==> config.mk <==
export PLATFORM = sky130hd
export DESIGN_NAME = fifo_drain
export DESIGN_NICKNAME = d
export VERILOG_FILES = /design/src/rtl/fifo_drain.sv
export SDC_FILE = /design/constraint.sdc
export NUM_CORES = 1
export LEC_CHECK = 0
export BUFFER_PORTS_ARGS = -buffer_cell sky130_fd_sc_hd__buf_4
export CAP_MARGIN = 20
export CORE_UTILIZATION = 40
export CTS_CLUSTER_DIAMETER = 100
export DETAILED_ROUTE_END_ITERATION = 10
export PLACE_DENSITY = 0.86
export SETUP_SLACK_MARGIN = 0.5
export SLEW_MARGIN = 20
export SYNTH_ARGS = -nofsm -noshare
export SYNTH_HDL_FRONTEND = slang
export SYNTH_SLANG_ARGS = --single-unit
export TNS_END_PERCENT = 30
==> constraint.sdc <==
create_clock -name clk -period 1.4 [get_ports clk]
set_input_delay 0.28 -clock clk [delete_from_list [all_inputs] [get_ports clk]]
set_output_delay 0.28 -clock clk [all_outputs]
set_load 0.01 [all_outputs]
==> src/rtl/fifo_drain.sv <==
// Read-side sequencer for the shift-register delay fifo: on start, shifts out every entry
// oldest first onto a registered valid/ready stream, refilling the fifo with zeros.
module fifo_drain #(
    parameter int DEPTH = 8,
    parameter int BITS  = 64
) (
    input  logic                     clk,
    input  logic                     rst_n,
    input  logic                     start,
    output logic                     busy,
    output logic                     done,
    output logic                     fifo_en,
    output logic [BITS-1:0]          fifo_d,
    input  logic [BITS-1:0]          fifo_q,
    output logic                     out_valid,
    input  logic                     out_ready,
    output logic [BITS-1:0]          out_data,
    output logic [$clog2(DEPTH)-1:0] out_idx
);

    localparam int IW = $clog2(DEPTH);
    localparam int CW = $clog2(DEPTH + 1);
    localparam logic [CW-1:0] LAST = CW'(DEPTH);

    typedef enum logic [1:0] {IDLE, DRAIN, DONE} state_t;

    state_t          state;
    logic [CW-1:0]   issue_cnt;
    logic            accept;
    logic            load;
    logic            all_issued;

    assign all_issued = (issue_cnt == LAST);
    assign accept     = out_valid & out_ready;
    // A word is pulled whenever the output register is empty or being emptied this cycle.
    assign load       = (state == DRAIN) & (issue_cnt < LAST) & (~out_valid | out_ready);
    assign fifo_en    = load;
    assign fifo_d     = '0;

    always_ff @(posedge clk) begin
        if (!rst_n) begin
            state     <= IDLE;
            busy      <= 1'b0;
            done      <= 1'b0;
            out_valid <= 1'b0;
            out_data  <= '0;
            out_idx   <= '0;
            issue_cnt <= '0;
        end else begin
            unique case (state)
                IDLE: begin
                    if (start) begin
                        state     <= DRAIN;
                        busy      <= 1'b1;
                        issue_cnt <= '0;
                    end
                end
                DRAIN: begin
                    if (load) begin
                        out_data  <= fifo_q;
                        out_idx   <= issue_cnt[IW-1:0];
                        out_valid <= 1'b1;
                        issue_cnt <= issue_cnt + CW'(1);
                    end else if (accept) begin
                        out_valid <= 1'b0;
                    end
                    if (all_issued && (!out_valid || accept)) begin
                        state <= DONE;
                        done  <= 1'b1;
                    end
                end
                DONE: begin
                    state <= IDLE;
                    busy  <= 1'b0;
                    done  <= 1'b0;
                end
                default: begin
                    state <= IDLE;
                    busy  <= 1'b0;
                    done  <= 1'b0;
                end
            endcase
        end
    end

endmodule

Yosys cells after proc, flatten, opt, wreduce, memory -nomap -nowiden
Cells that the tools add are included.
{ "totals": {"reg_bits": 76, "in_bits": 68, "out_inout_bits": 135, "elab_cells": 45} }
{ "classes": {"addsub": 1, "magnitude_cmp": 1, "eq_ne": 5, "mux": 12, "bitwise_logic": 7, "n_reduce_logical": 12} }
{ "ops": {"columns": ["op", "count"], "rows": [
  ["2-bit AND reduction", 5],
  ["4-bit two-way mux", 2],
  ["4-bit case mux with 2 select lines", 1],
  ["4-bit by 1-bit adder with 4-bit output, second input constant", 1],
  ["4-bit == test, second input constant", 1],
  ["4-bit < comparator, second input constant", 1],
  ["1-bit two-way mux", 4],
  ["2-bit two-way mux", 2],
  ["2-bit inequality test, second input constant", 2],
  ["1-bit case mux with 2 select lines", 2],
  ["2-bit case mux with 2 select lines", 1],
  ["2-bit nonzero test", 2],
  ["1-bit bitwise AND", 3],
  ["1-bit inverter", 3],
  ["3-bit AND reduction", 1],
  ["2-bit by 1-bit == test with 1-bit output, second input constant", 1],
  ["2-bit zero test", 1],
  ["2-bit by 1-bit inequality test with 1-bit output, second input constant", 1],
  ["1-bit logical AND", 1],
  ["1-bit zero test", 1],
  ["1-bit logical OR", 1],
  ["1-bit bitwise OR", 1]
]} }

Logic depth before layout (Yosys ltp)
Gate-level depths: netlist (run 1).
{ "logic_depth": {"word_depth": 5, "depth_mapped": 5, "ltp_nobuf": 5} }

Worst setup path before layout (run 1)
No wires, ideal clock.
{ "synth_path": {"path_kind": "register to register", "startpoint": "register state[1]", "endpoint": "register out_idx[1]", "setup_ps": 72, "arrival_time_ps": 1301, "t_required_ps": 1328, "setup_slack_ps": 27, "stages_incl_launch_ff": 6, "synth_period_minus_slack_ps": 1373, "cell_sequence": "dfxtp_1 > nand2b_1 > nor3_2 > buf_4 > buf_6 > mux2i_1"} }
{ "synth_between": {"elab_chain_len": 4} }
{ "synth_rtl": {"columns": ["item", "line", "source"], "rows": [
  ["start, declared", "27", "state_t state;"],
  ["start signal, assigned", "42", "state <= IDLE;"],
  ["start signal, assigned", "53", "state <= DRAIN;"],
  ["start signal, assigned", "68", "state <= DONE;"],
  ["2-bit by 1-bit == test with 1-bit output *", "36, 50", null],
  ["1-bit bitwise AND (2 in series)", "36", "assign load = (state == DRAIN) & (issue_cnt < LAST) & (~out_valid | out_ready);"],
  ["2-bit AND reduction (no line) *", null, null],
  ["end signal, assigned", "61", "out_idx <= issue_cnt[IW-1:0];"],
  ["end, declared", "18", "output logic [$clog2(DEPTH)-1:0] out_idx"]
]} }
Mark *: on every way between the ends. The rest lies on a longest branch, timed or not.
A chain may end at the register's enable or synchronous reset.

Worst setup path in the final report (run 1)
{ "layout_path": {"startpoint": "register out_valid", "endpoint": "register issue_cnt[0]"} }
{ "layout_between": {"elab_chain_len": 5} }
{ "layout_rtl": {"columns": ["item", "line", "source"], "rows": [
  ["start, declared", "15", "output logic out_valid,"],
  ["start signal, assigned", "45", "out_valid <= 1'b0;"],
  ["start signal, assigned", "62", "out_valid <= 1'b1;"],
  ["start signal, assigned", "65", "out_valid <= 1'b0;"],
  ["1-bit inverter", "36", null],
  ["1-bit bitwise OR", "36", null],
  ["1-bit bitwise AND", "36", null],
  ["2-bit inequality test (no line)", null, null],
  ["3-bit AND reduction (no line)", null, null],
  ["end signal, assigned", "63", "issue_cnt <= issue_cnt + CW'(1);"],
  ["end, declared", "28", "logic [CW-1:0] issue_cnt;"]
]} }
No other way between the ends.

==> results.json, run 1 <==
{
  "clock_insertion_delay_worst_skew_ps": 340,
  "postPlaceCellArea_um2": 4540,
  "synth.area.top_cells": "sky130_fd_sc_hd__dfxtp_1 43%, sky130_fd_sc_hd__mux2i_1 19%, sky130_fd_sc_hd__nand2_1 14%, sky130_fd_sc_hd__buf_4 14%, sky130_fd_sc_hd__clkbuf_1 1.7%",
  "largest_area_contributor_in_the_synthesized_netlist": "sky130_fd_sc_hd__dfxtp_1",
  "clkSinkCount": 76,
  "power_per_cell_area_nw_per_um2": 980,
  "die_width_um": 96.1,
  "insertedDiodeCount": 0,
  "finalCoreUtilization_pct": 63.1,
  "worst_hold_path_type": "in -> reg",
  "grt_setup_unrepaired": "true",
  "finalWorstPathRequiredPeriod_ps": 1480,
  "timing.clock.skew_ps": 7.18,
  "combinational_family_with_the_most_area_after_synthesis": "multiplexers",
  "most_common_cell_after_layout_fill_and_taps_aside": "sky130_fd_sc_hd__nand2_1",
  "drt-vias-per-instance": 4.51,
  "post_drt_wl_per_cell_um": 13.2,
  "vdd_ir_drop_max_v": 0.000510,
  "synth.top_cell.area_share_pct": 42.9,
  "synth_cell_type_count": 29,
  "detail_route.first_pass.iterations": 4,
  "outcome": "finished, violations left",
  "cts-hold-fix-buffers": 0,
  "timing.critical_path.to_type": "flip-flop",
  "violations_in_the_final_reports": "negative setup slack",
  "synthAdderAreaFrac_pct": 0.706,
  "die-height_um": 96.1,
  "coreArea_um2": 8380,
  "cp.arrival_ps": 1730,
  "crit_path_start_kind": "flip-flop",
  "postLayoutSetupSlackWorst_ps": -77.9,
  "num_io_pins": 203,
  "synth.cell_area_um2": 3540,
  "worst_setup_hold_path_clk_slew_ps": 80,
  "setup_viol_count_final": 10,
  "grt-ovfl-total": 0,
  "clock_tree.htree_level_count": 3,
  "drive_gt1_share_pct": 44.3,
  "timing.max_cap.violations": 0,
  "hpwl_um": 5830,
  "pre_cts_ws_ps": 6.26,
  "global_route.usage.total_pct": 18.5,
  "aggregate_routed_wire_length_um": 8800,
  "layout_common_cells": "134 x sky130_fd_sc_hd__nand2_1, 101 x sky130_fd_sc_hd__buf_4, 68 x sky130_fd_sc_hd__mux2i_1",
  "synth-warning-count": 0,
  "synthFlopType": "sky130_fd_sc_hd__dfxtp_1",
  "synth-simple-area-share_pct": 18.2,
  "drc": 0,
  "yosys-mux-area-fraction_pct": 19.2,
  "post-layout-total-power_w": 0.00518,
  "first_global_vias": 2890,
  "detail-route-antenna-nets": 0,
  "yosys.area_share.xor_xnor_pct": 0,
  "synth_edf_count": 0,
  "vias": 2996,
  "synth-seq-cells": 76,
  "maxClockFrequency_mhz": 677,
  "cts_tree": "yes",
  "grt_start_max_net_pins": 68,
  "synth_async_sr_flop_share_pct": 0,
  "port_buffers": 138,
  "die_outline_area_um2": 9240,
  "required_time_reported_for_the_critical_path_endpoint_ps": 1650,
  "number_of_antenna_violations_at_the_first_check_in_global_routing": 0,
  "rows": 33,
  "detail_route.iter0.violations": 68,
  "clock_path_buffers": 2,
  "seq_area_frac_synth_pct": 42.9,
  "syn-instance-count": 405,
  "area_growth_pct": 49.1,
  "fin_crit_sh_pct": 106,
  "critical_path_peak_fanout": 5,
  "cell_area_after_layout_um2": 5290,
  "global_route_wire_length_before_repair_um": 13000,
  "finalMaxSlewViolations": 0,
  "synth_area_per_cell_um2": 8.75,
  "starting_density_of_the_core_pct": 42.3,
  "gp_routability_congestion": 0.793,
  "tns_ps": -193,
  "p_leak_nw": 2.49,
  "fillCellCount": 692,
  "tritoncts.num_buffers": 9,
  "timing.final.hold_violations": 0,
  "finalNetCount": 625,
  "cts_root_buffer": "sky130_fd_sc_hd__clkbuf_8",
  "synth_compound_area_share_pct": 1.80,
  "critical_path_class": "reg -> reg"
}
cells by family after synthesis:
kind of cell | after synthesis
adders and majority gates | 2
and+or+nand+nor | 158
AOI/OAI and AO/OA | 9
buffers and inverters | 91
DFF | 76
muxes | 68
other | 1
where the power goes:
group          switching, W  total [W]  internal [W]
registers         0.0000918    0.00240       0.00231
clock network      0.000809    0.00168      0.000869
logic              0.000494    0.00110      0.000608
state kept, by name (all words and copies together), names as in the netlist:
signal / count
busy: 1
done: 1
issue_cnt: 4
out_data: 64
out_idx: 3
out_valid: 1
state: 2
path summary, 6_finish.rpt:
check / start / endpoint / slack (ps) / cells past startpoint
worst max register to register: out_valid / issue_cnt[0] / -80 / 5
worst min register to register: out_data[46] / out_data[46] / 460 / 2
worst min-delay path: fifo_q[40] / out_data[40] / 180 / 3
worst max-delay path: out_valid / issue_cnt[0] / -80 / 5
through the flow:
stage / std cells / hold slack, ps
6_report: 665 / 182
5_1_grt: 665 / 168
4_1_cts: 662 / 163
3_5_place_dp: 636 / 451
3_3_place_gp: 636 / 442
2_1_floorplan: 468 / 422
worst max-delay path, cell delays in order, from the launching register on:
cell and delay (ps):
sky130_fd_sc_hd__dfxtp_2 320, sky130_fd_sc_hd__nor2b_4 130, sky130_fd_sc_hd__buf_4 130, sky130_fd_sc_hd__buf_6 120
sky130_fd_sc_hd__or4_1 510, sky130_fd_sc_hd__a31oi_1 180
final cells by class:
class	count	area [um2]	area share, %
clock inverter	6	63.8	1.21
timing repair buffer	163	1590	30.1
inverter	4	15.0	0.284
multi-input combinational	301	1760	33.3
clock buffer	10	138	2.60
tap	105	131	2.49
sequential	76	1580	30.0
what timing repair did:
action	4_1_cts	5_1_grt
gates cloned	3	1
endpoints found under the setup margin	146	147
pin swaps	9	12
buffers inserted	7	2
resized for setup	110	14
cell usage after synthesis, types with 2 or more instances:
| cell | count |
|---|---|
| sky130_fd_sc_hd__nand2b_1 | 4 |
| sky130_fd_sc_hd__mux2i_1 | 68 |
| sky130_fd_sc_hd__ha_1 | 2 |
| sky130_fd_sc_hd__or4_1 | 2 |
| sky130_fd_sc_hd__dfxtp_1 | 76 |
| sky130_fd_sc_hd__nand2_1 | 136 |
| sky130_fd_sc_hd__nand3_1 | 2 |
| sky130_fd_sc_hd__buf_6 | 2 |
| sky130_fd_sc_hd__nor3b_1 | 2 |
| sky130_fd_sc_hd__buf_4 | 65 |
| sky130_fd_sc_hd__clkbuf_1 | 16 |
| sky130_fd_sc_hd__inv_1 | 4 |
| sky130_fd_sc_hd__a21oi_1 | 2 |
| sky130_fd_sc_hd__o211ai_1 | 2 |
| sky130_fd_sc_hd__buf_2 | 4 |
| sky130_fd_sc_hd__nor2_1 | 5 |
layer usage:
layer  global-route usage (%)  up-vias  routed length, um
li1                         -     1469                  -
met5                        0        -                  0
met2                     33.3      125               4780
met3                     4.42       21                462
met4                     10.8        0                239
met1                     19.4     1381               3320
Power figures use the tool's default switching activity.
==> run 2, diff against run 1 <==
CORE_UTILIZATION = 35   (was 40)
PLACE_DENSITY = 0.78   (was 0.86)
==> run 2 against run 1 <==
Sequential power about the same; global-route usage down 1.9 points; maximum frequency down 1.6%; sequential share of layout area down 0.52 points; routed wire length down 2.0%; register-to-register slack about the same; highest routed layer unchanged; largest power group unchanged; via count down 0.67%; largest cell class unchanged; the run still ends with negative setup slack left; die area up 14%; sequential cell count unchanged.
==> results.json, run 2 (synthesis gave the netlist of run 1 again) <==
{
  "outcome": "finished, violations left",
  "final-instance-count-excl-fill": 694,
  "violations_in_the_final_reports": "negative setup slack",
  "setup_viol_count_final": 15,
  "detail_route.iter0.violations": 63,
  "critical_path_class": "reg -> out",
  "clkSinkCount": 76,
  "number_of_antenna_violations_at_the_first_check_in_global_routing": 0,
  "first_global_vias": 2802,
  "num_io_pins": 203,
  "numPlacedInstances": 662,
  "detail_route.first_pass.iterations": 4,
  "clock_path_buffers": 2,
  "timing.critical_path.slowest_stage_cell": "sky130_fd_sc_hd__dfxtp_4",
  "postLayoutSetupSlackWorst_ps": -103,
  "tritoncts.num_buffers": 9,
  "drt-vias-per-instance": 4.29,
  "hpwl_um": 5710,
  "detail-route-antenna-nets": 0,
  "die-height_um": 103,
  "p_leak_nw": 2.51,
  "layout_common_cells": "135 x sky130_fd_sc_hd__nand2_1, 117 x sky130_fd_sc_hd__buf_4, 66 x sky130_fd_sc_hd__mux2i_1",
  "finalCoreUtilization_pct": 54.5,
  "drive_gt1_share_pct": 40.8,
  "worst_setup_hold_path_clk_slew_ps": 80,
  "grt-ovfl-total": 0,
  "finalNetCount": 626,
  "die_outline_area_um2": 10500,
  "cts_tree": "yes",
  "cell_seen_most_often_among_critical_path_stages": "sky130_fd_sc_hd__buf_6",
  "grt_start_max_net_pins": 71,
  "global_route_wire_length_before_repair_um": 13300,
  "critPathMaxStageDelay_ps": 350,
  "starting_density_of_the_core_pct": 36.3,
  "timing.critical_path.to_type": "output pin",
  "timing.final.hold_violations": 0,
  "required_time_reported_for_the_critical_path_endpoint_ps": 1120,
  "cts-hold-fix-buffers": 0,
  "post_drt_wl_per_cell_um": 12.4,
  "crit_path_start_kind": "flip-flop",
  "fin_hold_ws_ps": 180,
  "largest_reg_by_ff_count": "out_data",
  "most_common_cell_after_layout_fill_and_taps_aside": "sky130_fd_sc_hd__nand2_1",
  "gp_routability_congestion": 0.802,
  "number_of_flip_flops_under_the_largest_register_name": 64,
  "port_buffers": 138,
  "fin_crit_sh_pct": 107,
  "clock_tree.htree_level_count": 3,
  "cp.arrival_ps": 1220,
  "leading_registers_by_flop_count": "out_data: 64 flops, issue_cnt: 4 flops, out_idx: 3 flops",
  "aggregate_routed_wire_length_um": 8630,
  "critical_path_peak_fanout": 2,
  "finalMaxSlewViolations": 0,
  "timing.clock.skew_ps": 10.9,
  "insertedDiodeCount": 0,
  "global_route.usage.total_pct": 16.5,
  "worst_hold_path_type": "in -> reg",
  "cts_root_buffer": "sky130_fd_sc_hd__clkbuf_8",
  "clock_insertion_delay_worst_skew_ps": 340,
  "rows": 36,
  "drc": 0,
  "crit_chain": "nor2b_4 -> nor3_4 -> buf_6 -> buf_6",
  "finalWorstPathRequiredPeriod_ps": 1500,
  "vdd_ir_drop_max_v": 0.000493,
  "die_width_um": 103,
  "maxClockFrequency_mhz": 666,
  "power_per_cell_area_nw_per_um2": 1040,
  "coreArea_um2": 9770,
  "post-layout-total-power_w": 0.00557,
  "area_growth_pct": 50.3,
  "vias": 2976,
  "timing.max_cap.violations": 0,
  "grt_setup_unrepaired": "true"
}
[run 2: worst max-delay path, delay by kind of cell, from the launching register on]
family | cells | cell delay, ps
simple gates | 2 | 310
flops | 1 | 350
buf+inv | 2 | 220
[run 2: worst paths after layout]
path,slack [ps],from,endpoint,cells after the start
worst max-delay path,-100,out_valid,fifo_en,4
worst min-delay path,180,fifo_q[18],out_data[18],3
worst max register to register,-90,out_valid,out_data[0],6
worst min register to register,460,out_data[36],out_data[36],2
[run 2: metrics by stage]
stage / instance area (um2) / setup TNS, ps / setup WS, ps
final: 5330 / -888 / -103
after global routing: 5330 / -3590 / -173
after CTS: 5250 / -1840 / -135
after detailed placement: 4540 / 0 / 12.1
after global placement: 4540 / 0 / 90.7
after floorplan: 3820 / 0 / 145
[run 2: cell type report]
cell class | instances | area [um2]
Tap cell | 133 | 166
Sequential cell | 76 | 1570
Clock buffer | 12 | 155
Fill cell | 881 | 4450
Inverter | 4 | 15.0
Timing Repair Buffer | 164 | 1560
Multi-Input combinational cell | 301 | 1770
Clock inverter | 4 | 95.1
[run 2: where the power goes]
group / total [W] / switching (W) / internal [W]
Combinational: 0.00109 / 0.000493 / 0.000600
Clock: 0.00209 / 0.000809 / 0.00128
Sequential: 0.00238 / 0.0000843 / 0.00230
Total: 0.00557 / 0.00139 / 0.00418
[run 2: repair_timing]
item | in CTS | in global routing
endpoints found under the setup margin | 146 | 147
pin swaps | 8 | 7
gates resized for setup | 85 | 9
buffers inserted | 9 | 2
gates cloned | 4 | 1
[run 2: metal layers]
metal	wire length [um]	vias up	global-route usage, %
met5	0	-	0
met4	138	0	7.14
met3	536	14	5.29
met2	4600	121	29.1
met1	3350	1362	18.2
li1	-	1479	-
==> run 3, diff against run 2 <==
clock period = 1.21 ns   (was 1.4 ns; I/O delays follow)
==> run 3 against run 2 <==
Routed wire length shrank 4.2%; count of clock-buffer cells in the layout did not move; total power grew 0.26%; first-iteration DRC count grew 16%; the run still ends with negative setup slack left; sequential cell count unchanged; die area did not move; global-route usage is 1.3 points lower; clock skew down 0.66 ps.
==> results.json, run 3 (synthesis gave the netlist of run 1 again) <==
{
  "outcome": "finished, violations left",
  "violations_in_the_final_reports": "negative setup slack",
  "clock_insertion_delay_worst_skew_ps": 340,
  "cts_root_buffer": "sky130_fd_sc_hd__clkbuf_8",
  "postLayoutSetupSlackWorst_ps": -241,
  "die_outline_area_um2": 10500,
  "gp_routability_congestion": 0.818,
  "drive_gt1_share_pct": 36.9,
  "pre_cts_ws_ps": -92.8,
  "maxClockFrequency_mhz": 689,
  "starting_density_of_the_core_pct": 36.3,
  "layout_common_cells": "147 x sky130_fd_sc_hd__buf_4, 136 x sky130_fd_sc_hd__nand2_1, 68 x sky130_fd_sc_hd__dfxtp_1",
  "worst_setup_hold_path_clk_slew_ps": 80,
  "grt.busiest_layer": "met2",
  "detail_route.first_pass.iterations": 4,
  "finalWorstPathRequiredPeriod_ps": 1450,
  "globalRouteMet2Util_pct": 28.8,
  "critical_path_peak_fanout": 2,
  "area_growth_pct": 45.1,
  "worst_hold_path_type": "in -> reg",
  "timing.clock.skew_ps": 10.3,
  "use_met1_pct": 14.8,
  "coreArea_um2": 9770,
  "clock_path_buffers": 2,
  "num_io_pins": 203,
  "clock_tree.htree_level_count": 3,
  "finalNetCount": 635,
  "holdCritStartpoint": "fifo_q[58]",
  "worst_hold_path.num_cells": 3,
  "die-height_um": 103,
  "rows": 36,
  "largest_reg_by_ff_count": "out_data",
  "global_routing_usage_on_met3_pct": 5.08,
  "number_of_flip_flops_under_the_largest_register_name": 64,
  "grt_setup_unrepaired": "true",
  "vdd_ir_drop_max_v": 0.000678,
  "worst_hold_path.endpoint": "out_data[58]",
  "r2r-end": "out_data[12]",
  "fin_crit_sh_pct": 120,
  "tns_ps": -10100,
  "detail_route.iter0.violations": 73,
  "global_route.usage.total_pct": 15.2,
  "numPlacedInstances": 674,
  "worst_r2r_startpoint": "out_valid",
  "post_drt_wl_per_cell_um": 11.8,
  "port_buffers": 138,
  "first_global_vias": 2795,
  "grt_start_max_net_pins": 79,
  "power_per_cell_area_nw_per_um2": 1090,
  "drt-vias-per-instance": 4.24,
  "cp.arrival_ps": 1210,
  "required_time_reported_for_the_critical_path_endpoint_ps": 970,
  "detail-route-antenna-nets": 0,
  "p_leak_nw": 2.47,
  "leading_registers_by_flop_count": "out_data: 64 flops, issue_cnt: 4 flops, out_idx: 3 flops",
  "setup_viol_count_final": 70,
  "clkSinkCount": 76,
  "timing.max_cap.violations": 0,
  "critical_path_class": "reg -> out",
  "grt-ovfl-total": 0,
  "number_of_antenna_violations_at_the_first_check_in_global_routing": 0,
  "aggregate_routed_wire_length_um": 8260,
  "finalMaxSlewViolations": 0,
  "final-instance-count-excl-fill": 702,
  "fin_hold_ws_ps": 157,
  "crit_path_start_kind": "flip-flop",
  "global_route_wire_length_before_repair_um": 12200,
  "r2r_setup_slack_ps": -210,
  "timing.critical_path.to_type": "output pin",
  "tritoncts.num_buffers": 9,
  "insertedDiodeCount": 0,
  "timing.final.hold_violations": 0,
  "cts_tree": "yes",
  "worst_r2r_path_depth": 7,
  "vias": 2979,
  "drc": 0,
  "die_width_um": 103,
  "most_common_cell_after_layout_fill_and_taps_aside": "sky130_fd_sc_hd__buf_4",
  "post-layout-total-power_w": 0.00558,
  "hpwl_um": 5810
}
## run 3: routing by layer
metal	vias to the layer above	routed length, um
li1	1487	-
met1	1377	3130
met2	103	4490
met3	12	514
met4	0	129
met5	-	0
## run 3: layout make-up
| cell class | count | area [um2] |
|---|---|---|
| fill | 893 | 4630 |
| timing repair buffer | 173 | 1530 |
| clock buffer | 12 | 135 |
| clock inverter | 3 | 15.0 |
| tap | 133 | 166 |
| multi-input combinational | 301 | 1740 |
| sequential | 76 | 1530 |
| inverter | 4 | 17.5 |
## run 3: where the power goes
part / total, W / internal [W] / switching [W]
registers: 0.00274 / 0.00265 / 0.0000909
clock network: 0.00158 / 0.000726 / 0.000855
logic: 0.00125 / 0.000681 / 0.000573
total: 0.00558 / 0.00406 / 0.00152
## run 3: worst max path at each step
stage,from,to,slack [ps]
5_1_grt,out_valid,fifo_en,-300
4_1_cts,out_valid,fifo_en,-260
6_report,out_valid,fifo_en,-240
2_1_floorplan,out_valid,out_idx[1],-40
3_5_place_dp,out_valid,out_data[25],-90
3_3_place_gp,out_valid,out_data[62],-20
## run 3: metrics by stage
stage | util [%] | cell area (um2)
finish | 52.6 | 5140
global route | 52.6 | 5140
floorplan | - | 3820
CTS | 51.7 | 5050
detailed placement | 47.4 | 4630
global placement | 47.4 | 4630
## run 3: critical path, cell delays in order (launching register included)
cell and delay (ps):
sky130_fd_sc_hd__dfxtp_2 320, sky130_fd_sc_hd__nor2b_4 130, sky130_fd_sc_hd__nor3_4 180, sky130_fd_sc_hd__buf_6 130
sky130_fd_sc_hd__buf_4 110
## run 3: what timing repair did
action | CTS | global route
pin swaps | 5 | 5
hold buffers | 0 | 0
buffers inserted | 7 | 2
resized for setup | 35 | 17
gates cloned | 4 | 0
setup endpoints to repair | 147 | 147
